[src/rtl/mem_req_sequencer_if.sv]
// CPU request/response channel plus the strobe bus toward the 16x16 memory controller.
// slave: the sequencer side; master: the CPU and controller side.
interface mem_req_sequencer_if #(
  parameter int unsigned DATA_W = 16,
  parameter int unsigned ADDR_W = 4
);
  logic              req_valid;
  logic              req_ready;
  logic              req_wr;
  logic [ADDR_W-1:0] req_addr;
  logic [DATA_W-1:0] req_wdata;
  logic              rsp_valid;
  logic              rsp_ready;
  logic [DATA_W-1:0] rsp_rdata;
  logic              MEMR;
  logic              MEMW;
  logic [ADDR_W-1:0] MEM_ADDR;
  logic [DATA_W-1:0] MEM_DIN;
  logic [DATA_W-1:0] MEM_DOUT;

  modport slave (
    input  req_valid, req_wr, req_addr, req_wdata, rsp_ready, MEM_DOUT,
    output req_ready, rsp_valid, rsp_rdata, MEMR, MEMW, MEM_ADDR, MEM_DIN
  );

  modport master (
    output req_valid, req_wr, req_addr, req_wdata, rsp_ready, MEM_DOUT,
    input  req_ready, rsp_valid, rsp_rdata, MEMR, MEMW, MEM_ADDR, MEM_DIN
  );
endinterface

[src/rtl/mem_req_sequencer.sv]
// Request FIFO and strobe sequencer in front of the 16x16 memory controller; reads block in order.
// Define MEM_SEQ_STAT_CNT_EN to add the saturating wr_cnt/rd_cnt statistics outputs.
module mem_req_sequencer #(
  parameter int unsigned DATA_W = 16,
  parameter int unsigned ADDR_W = 4,
  parameter int unsigned DEPTH  = 4
) (
  input  logic                   CLK,
  input  logic                   RST_N,
  mem_req_sequencer_if.slave     bus,
  output logic                   busy,
  output logic [$clog2(DEPTH):0] fifo_count
`ifdef MEM_SEQ_STAT_CNT_EN
  ,
  output logic [15:0]            wr_cnt,
  output logic [15:0]            rd_cnt
`endif
);

  localparam int unsigned PtrW = $clog2(DEPTH);
  localparam int unsigned CntW = PtrW + 1;

  typedef struct packed {
    logic              wr;
    logic [ADDR_W-1:0] addr;
    logic [DATA_W-1:0] wdata;
  } entry_t;

  typedef enum logic [2:0] {StIdle, StWr, StRd, StCap, StRsp} state_e;

  entry_t            fifo_q [DEPTH];
  entry_t            head;
  entry_t            push_entry;
  logic [PtrW-1:0]   wptr_q, rptr_q;
  logic [CntW-1:0]   count_q, count_d;
  logic              full, empty, push, pop, rsp_hs;
  state_e            state_q, state_d;
  logic [ADDR_W-1:0] mem_addr_q;
  logic [DATA_W-1:0] mem_din_q;
  logic [DATA_W-1:0] rsp_rdata_q;

  assign full       = (count_q == CntW'(DEPTH));
  assign empty      = (count_q == '0);
  assign push       = bus.req_valid && !full;
  assign head       = fifo_q[rptr_q];
  assign push_entry = '{wr: bus.req_wr, addr: bus.req_addr, wdata: bus.req_wdata};
  assign rsp_hs     = (state_q == StRsp) && bus.rsp_ready;

  // Storage needs no reset: an entry is only read after it has been written.
  always_ff @(posedge CLK) begin
    if (push) begin
      fifo_q[wptr_q] <= push_entry;
    end
  end

  // Pops happen only from IDLE or WR, so a read blocks the queue until its response is taken.
  always_comb begin
    state_d = state_q;
    pop     = 1'b0;
    unique case (state_q)
      StIdle, StWr: begin
        if (!empty) begin
          pop     = 1'b1;
          state_d = head.wr ? StWr : StRd;
        end else begin
          state_d = StIdle;
        end
      end
      StRd:    state_d = StCap;
      StCap:   state_d = StRsp;
      StRsp:   if (bus.rsp_ready) state_d = StIdle;
      default: state_d = StIdle;
    endcase
  end

  always_comb begin
    count_d = count_q;
    case ({push, pop})
      2'b10:   count_d = count_q + CntW'(1);
      2'b01:   count_d = count_q - CntW'(1);
      default: count_d = count_q;
    endcase
  end

  always_ff @(posedge CLK or negedge RST_N) begin
    if (!RST_N) begin
      state_q     <= StIdle;
      wptr_q      <= '0;
      rptr_q      <= '0;
      count_q     <= '0;
      mem_addr_q  <= '0;
      mem_din_q   <= '0;
      rsp_rdata_q <= '0;
    end else begin
      state_q <= state_d;
      count_q <= count_d;
      if (push) begin
        wptr_q <= wptr_q + PtrW'(1);
      end
      if (pop) begin
        rptr_q     <= rptr_q + PtrW'(1);
        mem_addr_q <= head.addr;
        mem_din_q  <= head.wdata;
      end
      // Controller data_out is registered, so it is valid during the cycle after MEMR.
      if (state_q == StCap) begin
        rsp_rdata_q <= bus.MEM_DOUT;
      end
    end
  end

  assign bus.req_ready = !full;
  assign bus.MEMW      = (state_q == StWr);
  assign bus.MEMR      = (state_q == StRd);
  assign bus.MEM_ADDR  = mem_addr_q;
  assign bus.MEM_DIN   = mem_din_q;
  assign bus.rsp_valid = (state_q == StRsp);
  assign bus.rsp_rdata = rsp_rdata_q;
  assign busy          = !empty || (state_q != StIdle);
  assign fifo_count    = count_q;

`ifdef MEM_SEQ_STAT_CNT_EN
  logic [15:0] wr_cnt_q, rd_cnt_q;

  always_ff @(posedge CLK or negedge RST_N) begin
    if (!RST_N) begin
      wr_cnt_q <= '0;
      rd_cnt_q <= '0;
    end else begin
      if ((state_q == StWr) && (wr_cnt_q != 16'hFFFF)) begin
        wr_cnt_q <= wr_cnt_q + 16'd1;
      end
      if (rsp_hs && (rd_cnt_q != 16'hFFFF)) begin
        rd_cnt_q <= rd_cnt_q + 16'd1;
      end
    end
  end

  assign wr_cnt = wr_cnt_q;
  assign rd_cnt = rd_cnt_q;
`else
  logic unused_rsp_hs;
  assign unused_rsp_hs = rsp_hs;
`endif

endmodule

[src/flat_wrapper.sv]
// flat-port wrapper written by rule: the top's interface ports become plain ports
module mem_req_sequencer_flat 
#(
  parameter int unsigned DATA_W = 16,
  parameter int unsigned ADDR_W = 4,
  parameter int unsigned DEPTH  = 4
)
  (CLK, RST_N, busy, fifo_count, bus_req_valid, bus_req_wr, bus_req_addr, bus_req_wdata, bus_rsp_ready, bus_MEM_DOUT, bus_req_ready, bus_rsp_valid, bus_rsp_rdata, bus_MEMR, bus_MEMW, bus_MEM_ADDR, bus_MEM_DIN);
  mem_req_sequencer_if #(.DATA_W(DATA_W), .ADDR_W(ADDR_W)) bus_i ();
  input  logic CLK;
  input  logic RST_N;
  output logic busy;
  output logic [$clog2(DEPTH):0] fifo_count;
  input wire logic [$bits(bus_i.req_valid)-1:0] bus_req_valid;
  input wire logic [$bits(bus_i.req_wr)-1:0] bus_req_wr;
  input wire logic [$bits(bus_i.req_addr)-1:0] bus_req_addr;
  input wire logic [$bits(bus_i.req_wdata)-1:0] bus_req_wdata;
  input wire logic [$bits(bus_i.rsp_ready)-1:0] bus_rsp_ready;
  input wire logic [$bits(bus_i.MEM_DOUT)-1:0] bus_MEM_DOUT;
  output wire logic [$bits(bus_i.req_ready)-1:0] bus_req_ready;
  output wire logic [$bits(bus_i.rsp_valid)-1:0] bus_rsp_valid;
  output wire logic [$bits(bus_i.rsp_rdata)-1:0] bus_rsp_rdata;
  output wire logic [$bits(bus_i.MEMR)-1:0] bus_MEMR;
  output wire logic [$bits(bus_i.MEMW)-1:0] bus_MEMW;
  output wire logic [$bits(bus_i.MEM_ADDR)-1:0] bus_MEM_ADDR;
  output wire logic [$bits(bus_i.MEM_DIN)-1:0] bus_MEM_DIN;
  assign bus_i.req_valid = bus_req_valid;
  assign bus_i.req_wr = bus_req_wr;
  assign bus_i.req_addr = bus_req_addr;
  assign bus_i.req_wdata = bus_req_wdata;
  assign bus_i.rsp_ready = bus_rsp_ready;
  assign bus_i.MEM_DOUT = bus_MEM_DOUT;
  assign bus_req_ready = bus_i.req_ready;
  assign bus_rsp_valid = bus_i.rsp_valid;
  assign bus_rsp_rdata = bus_i.rsp_rdata;
  assign bus_MEMR = bus_i.MEMR;
  assign bus_MEMW = bus_i.MEMW;
  assign bus_MEM_ADDR = bus_i.MEM_ADDR;
  assign bus_MEM_DIN = bus_i.MEM_DIN;
  mem_req_sequencer #(.DATA_W(DATA_W), .ADDR_W(ADDR_W), .DEPTH(DEPTH)) u_core (.CLK(CLK), .RST_N(RST_N), .bus(bus_i), .busy(busy), .fifo_count(fifo_count));
endmodule
[config.mk]
export PLATFORM = sky130hd
export DESIGN_NAME = mem_req_sequencer_flat
export DESIGN_NICKNAME = d
export VERILOG_FILES = /design/src/rtl/mem_req_sequencer_if.sv /design/src/rtl/mem_req_sequencer.sv /design/src/flat_wrapper.sv
export SDC_FILE = /design/constraint.sdc
export NUM_CORES = 1
export LEC_CHECK = 0
export BUFFER_PORTS_ARGS = -buffer_cell sky130_fd_sc_hd__buf_2
export CORE_AREA = 2 2 104 106
export CTS_CLUSTER_DIAMETER = 200
export CTS_CLUSTER_SIZE = 20
export DETAILED_ROUTE_END_ITERATION = 10
export DIE_AREA = 0 0 106 108
export GPL_ROUTABILITY_DRIVEN = 0
export PLACE_DENSITY = 0.73
export SYNTH_ARGS = -nofsm -noshare
export SYNTH_HDL_FRONTEND = slang
export SYNTH_SLANG_ARGS = --single-unit
[constraint.sdc]
create_clock -name CLK -period 2.3 [get_ports CLK]
set_clock_uncertainty 0.2 [all_clocks]
set_input_delay 0.23 -clock CLK [delete_from_list [all_inputs] [get_ports CLK]]
set_output_delay 0.23 -clock CLK [all_outputs]
set_load 0.02 [all_outputs]
==> results of run 1 <==
[routing by layer]
| layer | vias up | part of all wire (%) | global-route usage (%) |
|---|---|---|---|
| li1 | 1219 | - | - |
| met1 | 1299 | 43 | 19.1 |
| met2 | 87 | 52 | 30.1 |
| met3 | 11 | 4.0 | 4.28 |
| met4 | 0 | 1.3 | 7.33 |
| met5 | - | 0 | 0 |
[worst max-delay path: cells and delay by family (launching register included)]
kind,cells,cell delay [ps]
flip-flops,1,400
buffers and inverters,2,270
AND/OR/NAND/NOR,2,780
[logic make-up after synthesis]
kind of cell             count (synthesis)  synth area share (%)
flip-flops                             130                  73.3
multiplexers                            59                  19.3
AND/OR/NAND/NOR                         17                  2.27
buffers and inverters                   16                  1.97
XOR/XNOR                                 6                  1.05
adder cells (fa/ha/maj)                  6                  1.65
AO/OA/AOI/OAI                            3                 0.400
[worst max path at each step]
| stage | endpoint | slack, ps |
|---|---|---|
| after floorplan | u_core.fifo_count[2] | 10 |
| after global routing | busy | -150 |
| after global placement | u_core.fifo_count[2] | 80 |
| final | busy | -80 |
| after CTS | busy | -110 |
| after detailed placement | u_core.fifo_count[2] | 40 |
[layout make-up]
cell class,count,area [µm²]
tap,136,170
timing repair buffer,136,946
multi-input combinational,91,1260
clock buffer,19,432
clock inverter,13,159
fill,680,3560
inverter,8,30.0
sequential,130,3680
[per-stage QoR]
step | cells | hold WS [ps]
global placement | 460 | 162
detailed placement | 460 | 166
CTS | 533 | 169
global route | 533 | 237
finish | 533 | 180
floorplan | 237 | -266
[where the power goes]
part	switching [mW]	internal (mW)	leakage (nW)	total (mW)
clock	0.941	1.68	0.287	2.62
sequential	0.346	3.28	1.31	3.63
combinational	1.77	1.79	1.11	3.56
total	3.06	6.74	2.70	9.80
[what timing repair did]
item	4_1_cts	5_1_grt
setup endpoints to repair	1	3
pin swaps	1	0
hold endpoints to repair	149	0
setup buffers	1	0
gates resized for setup	4	1
hold buffers	40	0
[layout by cell type, fill, tap and decap left out, types with 2 or more instances in the layout]
| master | count |
|---|---|
| clkbuf_8 | 2 |
| inv_2 | 3 |
| mux2_4 | 18 |
| xnor2_1 | 4 |
| dfrtp_2 | 4 |
| mux2_1 | 17 |
| dfrtp_1 | 42 |
| ha_1 | 4 |
| clkinv_4 | 4 |
| clkinv_2 | 2 |
| clkinv_1 | 2 |
| nor2_1 | 3 |
| edfxtp_1 | 84 |
| xor2_1 | 2 |
| and3_1 | 4 |
| buf_2 | 83 |
| buf_12 | 2 |
| dlygate4sd3_1 | 40 |
| buf_6 | 2 |
| bufinv_16 | 3 |
| mux4_2 | 21 |
| clkbuf_16 | 16 |
| buf_4 | 9 |
| mux2_2 | 2 |
| inv_1 | 5 |
[state kept, by name, indices dropped and copies added, names as in the netlist]
register	flops
u_core.bus.MEM_DIN	16
u_core.bus.rsp_rdata	16
u_core.fifo_q	84
u_core.rptr_q	2
u_core.state_q	3
u_core.bus.MEM_ADDR	4
u_core.wptr_q	2
u_core.fifo_count	3
==> summary.txt, run 1 <==
Worst R2R Start - u_core.fifo_count[1]
Final Util - 65.2%
Initial Util - 49.0%
# diodes - 0
Crit-path max cell delay - 420 ps
Drt first-iter violations - 89
Startpoint types - register
Mapped Area - 5010 µm²
Sequential area share after synthesis - 73.3%
Worst EP arrival - 1950 ps
H-Tree Level Count - 4
Main flop type after synthesis - edfxtp_1
Clk sinks - 130
Hold Violations, Final - 0
Leakage power - 2.70 nW
DIE HEIGHT - 108 µm
IO Pins - 85
Final ANT Viol Nets - 0
MaxCap Viol Count - 0
Fmax - 421 MHz
Ys async rst share - 35.4%
HP Class - in -> async
Post-place setup slack - 40.7 ps
Num CTS Buffers - 17
Worst Tran Pin Value - 609 ps
GRT Total Usage - 16.8%
Max Buffers Root-to-Sink - 2
Worst Path Required - 1870 ps
Crit path top cell by count - buf_6
Avg Cell Area, Syn - 21.1 µm²
Worst-path clk slew - 60 ps
Residual DRC - 0
Worst skew pair latency - 500 ps
WL final - 8900 µm
Initial antenna violation count - 0
Outcome - finished with violations
Number of detailed-route iterations in the first pass - 4
Tmin final - 2380 ps
Nets@finish - 431
CP endpoint kind - output pin
Synth area leaders - edfxtp_1 50%, dfrtp_1 23%, mux4_2 9.4%, mux2_4 5.4%, mux2_1 3.8%
Critical path cell sequence - buf_6, or3_4, or4_4, buf_6
CORE AREA - 10,200 µm²
Cell accounting for the most synthesized area - edfxtp_1
Crit path launch - u_core.fifo_count[0]
Flop2flop setup slack - 40 ps
CP Max Fanout - 4
CP max stage cell - or4_4
EDFF count, synth - 84
Worst R2R Path Depth - 9
Synth Instances - 237
Final WS setup - -77.9 ps
TritonCTS clock tree - yes
Synth cell count leaders - 84 x edfxtp_1, 46 x dfrtp_1, 21 x mux4_2, 18 x mux2_4, 17 x mux2_1
WL/cell - 16.7 µm
Largest net degree at the start of global routing - 47
First-pass GRT wire length - 14,100 µm
Maximum vdd drop - 0.000738 V
Design Area, Final - 6670 µm²
CP Class - reg -> out
Power density over the cells - 1470 nW/µm²
Die Area - 11,400 µm²
Post-synthesis cell type count - 31
Max-slew violation count - 0
DR vias - 2,616
GRT Residual Overflow - 0
Root Buffer - clkbuf_8
Vias in the first global route - 2,841
Final setup viols - 1
Die W - 106 µm
Hpwl dp - 5230 µm
Most common cell in the synthesized netlist - edfxtp_1
Core Rows - 37
Syn-to-layout area delta - 33.2%
Fraction of layout cells with a size suffix above 1 - 45.3%
Yosys top cell area share - 50.4%
Setup_tns - -77.9 ps
Fin crit share - 103%
Post-Syn Nets - 284
Yosys reg bits - 130
RR Endpoint - u_core.fifo_count[2]
Via density - 4.91
Yosys warning total - 0
Tot Pwr - 9.80 mW
RSZ-0062 raised after global routing - yes
Placed cell areas - 5660 µm²
Max-slew headroom - 59.4%
Failing checks - setup timing
I/O Buffers - 84
Power figures use the tool's default switching activity.
==> inputs of run 2 (changes only) <==
SETUP_SLACK_MARGIN = 0.5   (was not set)
==> summary.txt, run 2 (synthesis gave the netlist of run 1 again) <==
Largest net degree at the start of global routing - 25
Min-Delay Path Depth - 4
Post-place setup slack - 12.2 ps
Hpwl dp - 5370 µm
Fraction of layout cells with a size suffix above 1 - 50.5%
TritonCTS clock tree - yes
DR vias - 2,725
Commonest non-fill, non-tap cell in the layout - edfxtp_1
WL final - 9840 µm
Setup_tns - -71.6 ps
WL/cell - 18.1 µm
Initial Util - 49.0%
Startpoint types - register
Hold Violations, Final - 0
Non-Filler Instances - 544
Placed Cells - 457
Final setup viols - 1
CP Class - reg -> out
Worst R2R Path Depth - 9
CP Max Fanout - 2
Most frequent cells in the layout - 84 x edfxtp_1, 78 x buf_2, 40 x dfrtp_1
RSZ-0062 raised after global routing - yes
GRT Total Usage - 18.2%
GRT Residual Overflow - 0
HP Class - in -> reg
Die Area - 11,400 µm²
Final ANT Viol Nets - 0
Final WS setup - -71.6 ps
Worst Path Required - 1870 ps
Maximum vdd drop - 0.000688 V
Design Area, Final - 6920 µm²
Worst EP arrival - 1940 ps
Initial antenna violation count - 0
MaxCap Viol Count - 0
Worst Tran Pin Value - 593 ps
Failing checks - setup timing
Num CTS Buffers - 17
H-Tree Level Count - 4
Leakage power - 2.80 nW
# diodes - 0
CORE AREA - 10,200 µm²
Residual DRC - 0
Outcome - finished with violations
Number of detailed-route iterations in the first pass - 5
Power density over the cells - 1530 nW/µm²
Clk sinks - 130
Flop2flop setup slack - 0 ps
Largest register FFs - 84
Worst-path clk slew - 60 ps
Nets@finish - 442
Via density - 5.01
Biggest register - u_core.fifo_q
Fin crit share - 103%
Max-slew violation count - 0
Placed cell areas - 5640 µm²
Max Buffers Root-to-Sink - 2
Max-slew headroom - 60.5%
Die W - 106 µm
I/O Buffers - 84
Drt first-iter violations - 130
Root Buffer - clkbuf_8
Syn-to-layout area delta - 38.2%
IO Pins - 85
Vias in the first global route - 2,887
Core Rows - 37
Worst skew pair latency - 510 ps
CP endpoint kind - output pin
Fmax - 422 MHz
DIE HEIGHT - 108 µm
Tmin final - 2370 ps
First-pass GRT wire length - 15,000 µm
run 2: where the power goes:
part	internal, mW	switching (mW)
Combinational	2.35	2.02
Sequential	3.29	0.334
Clock	1.55	1.02
Total	7.19	3.38
run 2: metal layers:
metal	part of all wire [%]	GRT usage (%)
met5	0	0
met4	1.4	7.89
met3	4.4	5.36
met2	52	31.6
met1	43	21.2
run 2: path summary, 6_finish.rpt:
kind,endpoint,from
max in group asynchronous,u_core.state_q[2],RST_N
min in group asynchronous,u_core.bus.rsp_rdata[14],RST_N
worst min register to register,u_core.bus.rsp_rdata[5],u_core.bus.rsp_rdata[5]
worst min-delay path,u_core.wptr_q[0],bus_req_valid
worst max register to register,u_core.fifo_count[2],u_core.fifo_count[0]
worst max-delay path,busy,u_core.fifo_count[0]
run 2: timing repair:
item,4_1_cts,5_1_grt
setup buffers,7,7
gates resized for setup,37,7
hold buffers,39,0
cloned,2,0
setup endpoints to repair,110,30
pin swaps,7,7
endpoints found under the hold margin,126,0
run 2: stage by stage:
step | util [%] | total power, mW | hold WS (ps)
6_report | 67.7 | 10.6 | 11.3
3_5_place_dp | 55.1 | 7.18 | 71.1
3_3_place_gp | 55.1 | 7.07 | 69.5
2_1_floorplan | - | 6.24 | -266
4_1_cts | 66.9 | 10.5 | -92.0
5_1_grt | 67.7 | 11.1 | 7.48
run 2: final cells by class:
cell class                 instances  area (µm²)
timing repair buffer             147        1150
tap                              136         170
fill                             650        3310
inverter                           8        32.5
clock inverter                    15         159
sequential                       130        3680
clock buffer                      17         414
multi-input combinational         91        1320
run 2: critical path, cell delays in order (launching register included):
cell and delay, ps:
dfrtp_2 410, buf_6 120, or3_4 330, or4_4 420, buf_6 150
